`config.mk`:
```
export PLATFORM = sky130hd
export DESIGN_NAME = multicycle_controller
export DESIGN_NICKNAME = d
export VERILOG_FILES = /design/src/rtl/multicycle_controller.sv
export SDC_FILE = /design/constraint.sdc
export NUM_CORES = 1
export LEC_CHECK = 0
export ABC_AREA = 1
export ABC_CLOCK_PERIOD_IN_PS = 3630
export CAP_MARGIN = 20
export CELL_PAD_IN_SITES_DETAIL_PLACEMENT = 1
export CELL_PAD_IN_SITES_GLOBAL_PLACEMENT = 1
export CORE_MARGIN = 5
export CORE_UTILIZATION = 28
export DETAILED_ROUTE_END_ITERATION = 8
export GPL_ROUTABILITY_DRIVEN = 0
export PLACE_DENSITY_LB_ADDON = 0.08
export SETUP_SLACK_MARGIN = 0.4
export SLEW_MARGIN = 20
export SYNTH_ARGS = -nofsm -noshare
export SYNTH_HDL_FRONTEND = slang
export SYNTH_SLANG_ARGS = --single-unit
```
`constraint.sdc`:
```
create_clock -name clk -period 3.63 [get_ports clk]
set_clock_uncertainty 0.2 [all_clocks]
set_input_delay 0.5445 -clock clk [delete_from_list [all_inputs] [get_ports clk]]
set_output_delay 0.5445 -clock clk [all_outputs]
set_load 0.005 [all_outputs]
```
`src/rtl/multicycle_controller.sv`:
```
// Multi-cycle RV32I control FSM: fetch/decode/execute/memory/writeback sequencing,
// datapath strobe generation, wait-stated data memory handshake and fault reporting.
`timescale 1ns/1ps
module multicycle_controller #(
  parameter int MEM_TIMEOUT = 0,
  parameter int TIMEOUT_W   = 8
) (
  input  logic        clk,
  input  logic        reset,
  input  logic [31:0] instruction,
  input  logic        br_taken,
  input  logic        mem_ready,
  output logic        IRWEn,
  output logic        PCWEn,
  output logic        PCSel,
  output logic        ASel,
  output logic        BSel,
  output logic [2:0]  ImmSel,
  output logic [3:0]  ALUSel,
  output logic [2:0]  branch_type,
  output logic        MemReq,
  output logic        MemRW,
  output logic        MDRWEn,
  output logic        RegWEn,
  output logic [1:0]  WBSel,
  output logic        instr_retired,
  output logic        illegal_instr,
  output logic        mem_fault
);

  localparam logic [6:0] OP_R      = 7'b0110011;
  localparam logic [6:0] OP_I      = 7'b0010011;
  localparam logic [6:0] OP_LOAD   = 7'b0000011;
  localparam logic [6:0] OP_STORE  = 7'b0100011;
  localparam logic [6:0] OP_JALR   = 7'b1100111;
  localparam logic [6:0] OP_JAL    = 7'b1101111;
  localparam logic [6:0] OP_AUIPC  = 7'b0010111;
  localparam logic [6:0] OP_LUI    = 7'b0110111;
  localparam logic [6:0] OP_BRANCH = 7'b1100011;

  localparam logic [3:0] ALU_ADD   = 4'd0;
  localparam logic [3:0] ALU_SUB   = 4'd1;
  localparam logic [3:0] ALU_SLL   = 4'd2;
  localparam logic [3:0] ALU_SLT   = 4'd3;
  localparam logic [3:0] ALU_SLTU  = 4'd4;
  localparam logic [3:0] ALU_XOR   = 4'd5;
  localparam logic [3:0] ALU_SRL   = 4'd6;
  localparam logic [3:0] ALU_SRA   = 4'd7;
  localparam logic [3:0] ALU_OR    = 4'd8;
  localparam logic [3:0] ALU_AND   = 4'd9;
  localparam logic [3:0] ALU_PASSB = 4'd10;

  localparam logic [2:0] IMM_I = 3'd0;
  localparam logic [2:0] IMM_S = 3'd1;
  localparam logic [2:0] IMM_B = 3'd2;
  localparam logic [2:0] IMM_U = 3'd3;
  localparam logic [2:0] IMM_J = 3'd4;

  localparam logic [TIMEOUT_W-1:0] TO_LAST =
    TIMEOUT_W'((MEM_TIMEOUT > 0) ? MEM_TIMEOUT - 1 : 0);

  typedef enum logic [2:0] {
    S_FETCH, S_DECODE, S_EXEC, S_MEM, S_WB, S_TRAP
  } state_t;

  state_t               state, state_nxt;
  logic [31:0]          ir;
  logic [TIMEOUT_W-1:0] wait_cnt;
  logic                 illegal_q, fault_q;
  logic                 illegal_set, fault_set;

  logic [6:0] opcode;
  logic [2:0] funct3;
  logic       alt;
  logic       rd_nz;
  logic       is_r, is_i, is_load, is_store, is_jalr, is_jal, is_auipc, is_lui, is_branch;
  logic       illegal;
  logic       timeout_hit;
  logic       unused_ir_bits;

  assign opcode = ir[6:0];
  assign funct3 = ir[14:12];
  assign alt    = ir[30];
  assign rd_nz  = (ir[11:7] != 5'd0);
  assign unused_ir_bits = ^{ir[31], ir[29:15]};

  function automatic logic [3:0] alu_of(input logic [2:0] f3, input logic sub_sra);
    case (f3)
      3'b000:  alu_of = sub_sra ? ALU_SUB : ALU_ADD;
      3'b001:  alu_of = ALU_SLL;
      3'b010:  alu_of = ALU_SLT;
      3'b011:  alu_of = ALU_SLTU;
      3'b100:  alu_of = ALU_XOR;
      3'b101:  alu_of = sub_sra ? ALU_SRA : ALU_SRL;
      3'b110:  alu_of = ALU_OR;
      default: alu_of = ALU_AND;
    endcase
  endfunction

  always_comb begin
    is_r      = (opcode == OP_R);
    is_i      = (opcode == OP_I);
    is_load   = (opcode == OP_LOAD);
    is_store  = (opcode == OP_STORE);
    is_jalr   = (opcode == OP_JALR);
    is_jal    = (opcode == OP_JAL);
    is_auipc  = (opcode == OP_AUIPC);
    is_lui    = (opcode == OP_LUI);
    is_branch = (opcode == OP_BRANCH);
    illegal   = !(is_r || is_i || is_load || is_store || is_jalr || is_jal ||
                  is_auipc || is_lui || is_branch) ||
                (is_branch && (funct3[2:1] == 2'b01));
  end

  // Datapath selects depend only on IR, so they hold steady from DECODE through WB.
  always_comb begin
    ASel   = 1'b0;
    BSel   = 1'b0;
    ImmSel = IMM_I;
    ALUSel = ALU_ADD;
    WBSel  = 2'd0;
    if (is_r) begin
      ASel   = 1'b1;
      ALUSel = alu_of(funct3, alt);
    end else if (is_i) begin
      ASel   = 1'b1;
      BSel   = 1'b1;
      ALUSel = alu_of(funct3, alt && (funct3 == 3'b101));
    end else if (is_load || is_jalr) begin
      ASel   = 1'b1;
      BSel   = 1'b1;
      WBSel  = is_load ? 2'd1 : 2'd2;
    end else if (is_store) begin
      ASel   = 1'b1;
      BSel   = 1'b1;
      ImmSel = IMM_S;
    end else if (is_jal) begin
      BSel   = 1'b1;
      ImmSel = IMM_J;
      WBSel  = 2'd2;
    end else if (is_auipc) begin
      BSel   = 1'b1;
      ImmSel = IMM_U;
    end else if (is_lui) begin
      BSel   = 1'b1;
      ImmSel = IMM_U;
      ALUSel = ALU_PASSB;
    end else if (is_branch) begin
      BSel   = 1'b1;
      ImmSel = IMM_B;
    end
  end

  assign timeout_hit = (MEM_TIMEOUT > 0) && (wait_cnt == TO_LAST);

  always_comb begin
    state_nxt     = state;
    IRWEn         = 1'b0;
    PCWEn         = 1'b0;
    PCSel         = 1'b0;
    MemReq        = 1'b0;
    MemRW         = 1'b0;
    MDRWEn        = 1'b0;
    RegWEn        = 1'b0;
    instr_retired = 1'b0;
    branch_type   = 3'b010;
    illegal_set   = 1'b0;
    fault_set     = 1'b0;
    case (state)
      S_FETCH: begin
        IRWEn     = 1'b1;
        state_nxt = S_DECODE;
      end
      S_DECODE: begin
        if (illegal) begin
          illegal_set = 1'b1;
          state_nxt   = S_TRAP;
        end else begin
          state_nxt = S_EXEC;
        end
      end
      S_EXEC: begin
        if (is_branch) begin
          PCWEn         = 1'b1;
          PCSel         = br_taken;
          instr_retired = 1'b1;
          branch_type   = funct3;
          state_nxt     = S_FETCH;
        end else if (is_load || is_store) begin
          state_nxt = S_MEM;
        end else begin
          state_nxt = S_WB;
        end
      end
      S_MEM: begin
        MemReq = 1'b1;
        MemRW  = is_store;
        // A ready in the final permitted wait cycle takes priority over the timeout.
        if (mem_ready) begin
          if (is_store) begin
            PCWEn         = 1'b1;
            instr_retired = 1'b1;
            state_nxt     = S_FETCH;
          end else begin
            MDRWEn    = 1'b1;
            state_nxt = S_WB;
          end
        end else if (timeout_hit) begin
          fault_set = 1'b1;
          state_nxt = S_TRAP;
        end
      end
      S_WB: begin
        RegWEn        = rd_nz;
        PCWEn         = 1'b1;
        PCSel         = is_jal || is_jalr;
        instr_retired = 1'b1;
        state_nxt     = S_FETCH;
      end
      S_TRAP:  state_nxt = S_TRAP;
      default: state_nxt = S_FETCH;
    endcase
  end

  always_ff @(posedge clk) begin
    if (reset) begin
      state     <= S_FETCH;
      ir        <= '0;
      illegal_q <= 1'b0;
      fault_q   <= 1'b0;
      wait_cnt  <= '0;
    end else begin
      state <= state_nxt;
      if (IRWEn)       ir        <= instruction;
      if (illegal_set) illegal_q <= 1'b1;
      if (fault_set)   fault_q   <= 1'b1;
      if (state != S_MEM)  wait_cnt <= '0;
      else if (!mem_ready) wait_cnt <= wait_cnt + 1'b1;
    end
  end

  assign illegal_instr = illegal_q;
  assign mem_fault     = fault_q;

endmodule
```
==> impl_results.md <==
* Status: finished, final reports clean
* Main combinational cell family by area after synthesis: simple AND/OR/NAND/NOR gates
* Iteration count of the initial detailed-routing pass at 4
* First DRT Iteration DRCs at 37
* Peak VDD IR at 0.207 mV
* Max cap viols at 0
* Layout cells sized above 1 at 0.137
* Starting Density at 0.293
* Max Clk Rate at 0.364 GHz
* Clock root buffer: clkbuf_8
* Final min period at between 2 and 3 ns
* Worst path slowest cell: dfxtp_1
* Synth Instances at 185
* CP max FO at 7
* Ports at 60
* Antenna Violating Nets Remaining at 0
* Post-synthesis sequential area ratio at 0.339
* Register Area at 400 sq um
* Fin. Hold Viols at 0
* Area taken by multi-input logic gates at 638 sq um
* Hold slack at between 0.2 and 0.3 ns
* Routed vias at about 1.3k
* Layout area overhead at 43.5%
* PwrDens at 416 nW/um^2
* Via density at between 4 and 5
* Clock tree sinks at 20
* Post-CTS setup buffer count at 0
* Pleak at 0.825 nW
* CTS buffer count at 3
* Num rows at 23
* Critical-path cell list: nand3_2 > nor2_2 > nand2_1 > inv_1 > a22o_1 > clkdlybuf4s50_1
* Post-cts sizing count at 0
* Multiplexer share of the synthesized area at 0
* Synth Area in XOR/XNOR at 0
* Synth Net Count at 221
* Die Width at 74.9 um
* Synthesized area at 1180 sq um
* FFs w/ async S/R, synth at 0
* Cell taking the most area after synthesis: dfxtp_1
* Most numerous cell in the Yosys netlist: nor2_1
* Final Net Count at 263
* Largest cells by area after synthesis: dfxtp_1 (34%), nor2_1 (11%), nand2_1 (9.2%)
* RSZ-0062 raised after global routing: no
* Simple-gate share of the synthesized area at 0.387
* Count of final setup violators at 0
* Antenna Cells at 0
* Htree depth at 1
* Post-synth EDFFs at 0
* Number of global-route vias before repair at 1322
* Maximum clock path buffer count at 2
* Clk slew on worst S/H paths at 0.07 ns
* Hold Buf Count CTS at 0
* DRC errors left at 0
* Crit path kind: reg2out
* WL final at approximately 3600 um
* Port Buffers at 42
* Req. time, crit path at 2.89 ns
* Type of origin of the critical path: flip-flop
* Fill count at 529
* Top cells by count, synth: nor2_1 (34), nand2_1 (29), dfxtp_1 (20)
* Die Area at 5610 sq um
* Antenna violations before repair at 0
* Setup TNS at 0 ns
* Critical path's largest stage delay at 0.50 ns
* Tcrit/Tclk final at 0.758
* Syn_area_per_cell at ~6.4 sq um
* CP endpoint kind: primary output
* Register bit total from synthesis at 20
* Final Max Slew Viols at 0
* DP Wirelength at approximately 3000 um
* Top cell type's share of synthesized area at 0.339
* Die H at between 70 and 80 um
* Largest net degree at the start of global routing at 25
* TritonCTS clock tree: done
* Gr usage total at 0.139
* Compound-gate portion of the synthesized area at 0.151
* Mean routed wirelength per cell at 13.1 um
* Most used DFF post-synth: dfxtp_1
* Distinct cells, synth at 26
* Critical Path AT at 2.01 ns
* Worst min-delay path class: reg2reg
* Core area at a little over 4000 sq um
* Global-route wire length before repair at roughly 6000 um
* Post-Synth Adder-Cell Area at 0
* Gr ovfl total at 0
* Total of warnings raised by yosys at 0
* Worst-Skew Late Latency at 0.26 ns
## cells in the final DEF, fill, tap and decap left out, types with 4 or more instances in the layout
cell type         n
a21oi_1          12
clkbuf_8          4
clkdlybuf4s50_1  42
dfxtp_1          20
inv_1            19
inv_2            10
nand2_1          29
nand2_2           5
nand3_1           9
nor2_1           34
nor2_2            4
o21ai_0          19
## flip-flops by register name, summed over array words and instances, names as in the netlist
register / cells
illegal_instr: 1
ir: 16
state: 3
## layer usage
layer,GRT usage,up-vias,part of all wire
li1,-,664,-
met4,0.0356,0,0.012
met3,0.0307,5,0.062
met5,0,-,0
met2,0.259,32,0.51
met1,0.160,594,0.42
## cell type report
cell class / instances / share of cell area
Inverter: 29 / 0.0643
Clock buffer: 4 / 0.0325
Multi-Input combinational cell: 130 / 0.377
Timing Repair Buffer: 43 / 0.253
Sequential cell: 20 / 0.237
Tap cell: 50 / 0.0370
## where the power goes
part | total [mW] | switching (mW) | internal (mW) | leakage [nW]
registers | 0.295 | 0.0343 | 0.261 | 0.166
logic | 0.238 | 0.141 | 0.0969 | 0.630
clock network | 0.171 | 0.0747 | 0.0966 | 0.0288
total | 0.704 | 0.250 | 0.454 | 0.825
## critical path: cells and delay by family, from the launching register on
kind / cells / cell delay (ns)
AO/OA/AOI/OAI: 1 / 0.15
buffers and inverters: 2 / 0.61
flip-flops: 1 / 0.50
AND/OR/NAND/NOR: 3 / 0.49
## through the flow
stage	instances	total power, mW	utilization	setup WS (ns)	area (sq um)
6_report	276	0.704	0.420	0.880	1690
5_1_grt	276	0.758	0.420	0.719	1690
4_1_cts	276	0.716	0.420	0.852	1690
3_5_place_dp	272	0.543	0.407	1.15	1640
3_3_place_gp	272	0.528	0.407	1.18	1640
2_1_floorplan	185	0.450	-	1.77	1180
## path summary, 6_finish.rpt
kind                                 to                  startpoint  cells past startpoint  slack, ns
max                               PCSel          ir[5]$_SDFFE_PP0P_                      6       0.88
min reg2reg  illegal_instr$_SDFFE_PP0P_  illegal_instr$_SDFFE_PP0P_                      2       0.27
max reg2reg       state[0]$_SDFFE_PP0P_       state[2]$_SDFFE_PP0P_                      8       2.00
min          illegal_instr$_SDFFE_PP0P_  illegal_instr$_SDFFE_PP0P_                      2       0.27
## kinds of logic after synthesis
group / after synthesis
AND/OR/NAND/NOR: 95
buffers and inverters: 35
AO/OA/AOI/OAI: 34
flip-flops: 20
other: 1
No activity file was read; power rests on OpenSTA's default activity.
